**src/rtl/debounce_filter.sv**
```systemverilog
//------------------------------------------------------------------------------
// Module   : debounce_filter
// Brief    : Multi-channel synchronizer + N-sample debounce filter, edge pulses
//            present only when DEBOUNCE_FILTER_EDGE_EN is defined.
// Revision : 1.0
//------------------------------------------------------------------------------
`default_nettype none

module debounce_filter #(
  parameter int CHANNELS    = 4,
  parameter int DEPTH       = 3,
  parameter int SYNC_STAGES = 2,
  parameter int DIV         = 1
) (
  input  logic                clock,
  input  logic                reset,
  input  logic                enable,
  input  logic [CHANNELS-1:0] sig_in,
  output logic [CHANNELS-1:0] sig_out,
  output logic [CHANNELS-1:0] rise,
  output logic [CHANNELS-1:0] fall,
  output logic                sample_tick
);

  localparam logic [15:0] c_presc_max = 16'(DIV - 1);

  logic [CHANNELS-1:0] r_sync [SYNC_STAGES];
  logic [CHANNELS-1:0] w_sync;
  logic [15:0]         r_presc;
  logic                w_tick;

  always_ff @(posedge clock or negedge reset) begin
    if (!reset) begin
      for (int s = 0; s < SYNC_STAGES; s++) r_sync[s] <= '0;
    end else begin
      r_sync[0] <= sig_in;
      for (int s = 1; s < SYNC_STAGES; s++) r_sync[s] <= r_sync[s-1];
    end
  end

  assign w_sync = r_sync[SYNC_STAGES-1];

  always_ff @(posedge clock or negedge reset) begin
    if (!reset) begin
      r_presc <= '0;
    end else if (enable) begin
      r_presc <= (r_presc == c_presc_max) ? 16'd0 : r_presc + 16'd1;
    end
  end

  // Gated by reset so the tick is forced low while reset is held.
  assign w_tick      = reset & enable & (r_presc == c_presc_max);
  assign sample_tick = w_tick;

  for (genvar i = 0; i < CHANNELS; i++) begin : g_ch
    logic [DEPTH-1:0] r_hist;
    logic [DEPTH-1:0] w_hist_next;
    logic             r_level;
    logic             w_level_next;

    assign w_hist_next = {r_hist[DEPTH-2:0], w_sync[i]};

    always_comb begin
      w_level_next = r_level;
      if (&w_hist_next)       w_level_next = 1'b1;
      else if (~|w_hist_next) w_level_next = 1'b0;
    end

    always_ff @(posedge clock or negedge reset) begin
      if (!reset) begin
        r_hist  <= '0;
        r_level <= 1'b0;
      end else if (w_tick) begin
        r_hist  <= w_hist_next;
        r_level <= w_level_next;
      end
    end

    assign sig_out[i] = r_level;

`ifdef DEBOUNCE_FILTER_EDGE_EN
    logic r_rise;
    logic r_fall;

    always_ff @(posedge clock or negedge reset) begin
      if (!reset) begin
        r_rise <= 1'b0;
        r_fall <= 1'b0;
      end else begin
        r_rise <= w_tick &  w_level_next & ~r_level;
        r_fall <= w_tick & ~w_level_next &  r_level;
      end
    end

    assign rise[i] = r_rise;
    assign fall[i] = r_fall;
`else
    assign rise[i] = 1'b0;
    assign fall[i] = 1'b0;
`endif
  end

endmodule

`default_nettype wire

```
**config.mk**
```make
export PLATFORM = sky130hd
export DESIGN_NAME = debounce_filter
export DESIGN_NICKNAME = d
export VERILOG_FILES = /design/src/rtl/debounce_filter.sv
export SDC_FILE = /design/constraint.sdc
export NUM_CORES = 1
export LEC_CHECK = 0
export CORE_MARGIN = 2
export CORE_UTILIZATION = 48
export CTS_CLUSTER_DIAMETER = 40
export DETAILED_ROUTE_END_ITERATION = 8
export PLACE_DENSITY = 0.69
export SLEW_MARGIN = 0
export SYNTH_ARGS = -nofsm -noshare
export SYNTH_HDL_FRONTEND = slang
export SYNTH_SLANG_ARGS = --single-unit
```
**constraint.sdc**
```tcl
create_clock -name clock -period 2.9 [get_ports clock]
set_input_delay 0.87 -clock clock [delete_from_list [all_inputs] [get_ports clock]]
set_output_delay 0.87 -clock clock [all_outputs]
set_load 0.05 [all_outputs]
```
==> run metrics <==
fin nets=about 160; die width=62.0 um; post-cts sizing count=0; Final ANT Viol Nets=0; #FFs+latches synth=36; clk slew on worst S/H paths=0.11 ns; register area=901 um2; power density over cell area=roughly 750 nW/um2; CP endpoint kind=output port; Post-Syn Instances=131; grt total ovfl=0; max-cap violations=0; Routed WL per cell=13.6 um; detailed-router iteration count before antenna repair=4; crit path kind=in2out; CTS Root Cell=clkbuf_4; Num CTS Buffers=5; Via density=roughly 5; flop-to-flop setup slack=0.92 ns; Mapped Area=1610 um2; Async SR Flop Fraction=1.00; Worst Path Arrival=roughly 1.9 ns; most common cell after layout, fill and taps aside=dfrtp_1; FP Rows=21; layout cells sized above 1=0.207; CTS sink count=36; FF-to-FF End=g_ch[1].r_hist[0]; CTS Hold Bufs=0; FILL cells=290; power consumption=1.37 mW; RSZ-0062 raised after global routing=false; via count=1009; PortBufs=11; LEAKAGE=slightly above 0.8 nW; total track usage=0.160; critical hold path startpoint=r_sync[7]; worst r2r src=r_presc[0]; Core ar.=3280 um2; Post-synth top flop=dfrtp_1; post-synth cell types=30; syn_area_per_cell=12.3 um2; initial core utilization=0.491; Post-Route WL=2670 um; worst hold path class=reg2reg; # diodes=0; final hold violation count=0; Setup violations, final=0; final period utilization=0.964; outcome=complete, no violations; number of antenna violations at the first check in global routing=0; P&R area growth vs syn=14.0%; largest net degree at the start of global routing=37; EDFF count, synth=0; die span in y=a little over 60 um; # Post-CTS Setup Buffers=0; first-pass GRT wire length=4240 um; Hold Path End=w_sync[3]; Seq/Total Area, Yosys=0.559; maximum buffer depth of the clock tree=2; Period minus WS final=2.80 ns; # DRC=0; CTS tree=built; hold path cells=0; fin. max-slew vios=0; setup tns final=0 ns; VDD IR max=0.322 mV; clock latency on the worst-skew pair=0.34 ns; worst reg-to-reg path cell count=8; die area=3840 um2; Max Fclk=358 MHz; Clock Skews=0.00747 ns; Ys Warns=0; CTS H-tree depth=2; Final GP Congestion=0.809; vias in the first global route=between 900 and 1000; Top-Level Pins=20; worst-path fanout max=2; HPWL Detailed=1900 um; most frequent cells in the layout=36 x dfrtp_1, 12 x nand3_1, 10 x xnor2_1, 10 x clkdlybuf4s50_1, 8 x conb_1; DRT iter0 DRCs=31; multi-input gate area in the final layout=between 600 and 700 um2; WP data required=2.03 ns; CP Launch Type=input port
stage by stage:
step | cell area (um2) | hold slack (ns) | instances | setup WS, ns | util
after global routing | 1840 | 0.375 | 196 | 0.0152 | 0.560
after floorplan | 1640 | 0.331 | 138 | 0.308 | -
after CTS | 1830 | 0.361 | 196 | 0.0735 | 0.556
final | 1840 | 0.357 | 196 | 0.104 | 0.560
after global placement | 1760 | 0.331 | 188 | 0.0830 | 0.537
after detailed placement | 1760 | 0.336 | 188 | 0.0738 | 0.537
state kept, by name (all words and copies together) (netlist names):
name,cells
r_presc,16
g_ch.r_hist,8
g_ch.r_level,4
r_sync,4
w_sync,4
worst max-delay path: stages:
cell and delay, ns:
clkdlybuf4s50_1 0.53, nand2_1 0.09, or2_4 0.26, inv_6 0.06
buf_12 0.12
kinds of logic (layout without fill, tap and decap cells):
group,count (synthesis),in the layout,synth area share
flops,36,36,0.559
simple gates,37,37,0.140
buf+inv,18,30,0.0776
compound gates,14,14,0.0574
xor+xnor,13,13,0.0706
fa+ha+maj,2,2,0.0155
other cells,1,8,0.00233
mux,10,10,0.0776
cells in the mapped netlist, types with 2 or more instances:
cell,count,share of area
dfrtp_1,36,0.56
o211ai_1,4,0.019
inv_1,3,0.0070
nor3_1,2,0.0062
and3_2,2,0.0093
xor2_1,3,0.016
ha_1,2,0.016
nand2_1,7,0.016
and3_1,2,0.0078
mux2_2,4,0.028
o31ai_1,4,0.019
mux2i_1,2,0.012
nand4_1,4,0.016
nor4_2,2,0.016
o21ai_0,5,0.016
buf_4,12,0.056
xnor2_1,10,0.054
mux2_4,4,0.037
nand3_1,12,0.037
how the worst max path moves through the flow:
stage | start | to | slack (ns) | cells past startpoint
after global placement | reset | sample_tick | 0.08 | 5
after global routing | r_presc[0] | sample_tick | 0.02 | 7
after floorplan | enable | sample_tick | 0.31 | 5
after detailed placement | reset | sample_tick | 0.07 | 5
after CTS | reset | sample_tick | 0.07 | 5
final | reset | sample_tick | 0.10 | 5
per-layer routing:
layer	wire (um)	GRT usage	vias to the layer above
li1	-	-	478
met1	1170	0.204	503
met2	1340	0.232	21
met3	118	0.0642	7
met4	44	0.0881	0
met5	0	0	-
power by group:
| group | switching [mW] | total (mW) | internal, mW |
|---|---|---|---|
| logic | 0.197 | 0.401 | 0.203 |
| clock network | 0.163 | 0.281 | 0.119 |
| registers | 0.0930 | 0.690 | 0.597 |
| total | 0.453 | 1.37 | 0.919 |
cell type report:
type                       count  area share
inverter                       4      0.0109
tap                           46      0.0313
sequential                    36       0.490
clock inverter                 1     0.00408
multi-input combinational     84       0.340
clock buffer                   7      0.0300
timing repair buffer          18      0.0939
No activity file was read; power rests on OpenSTA's default activity.
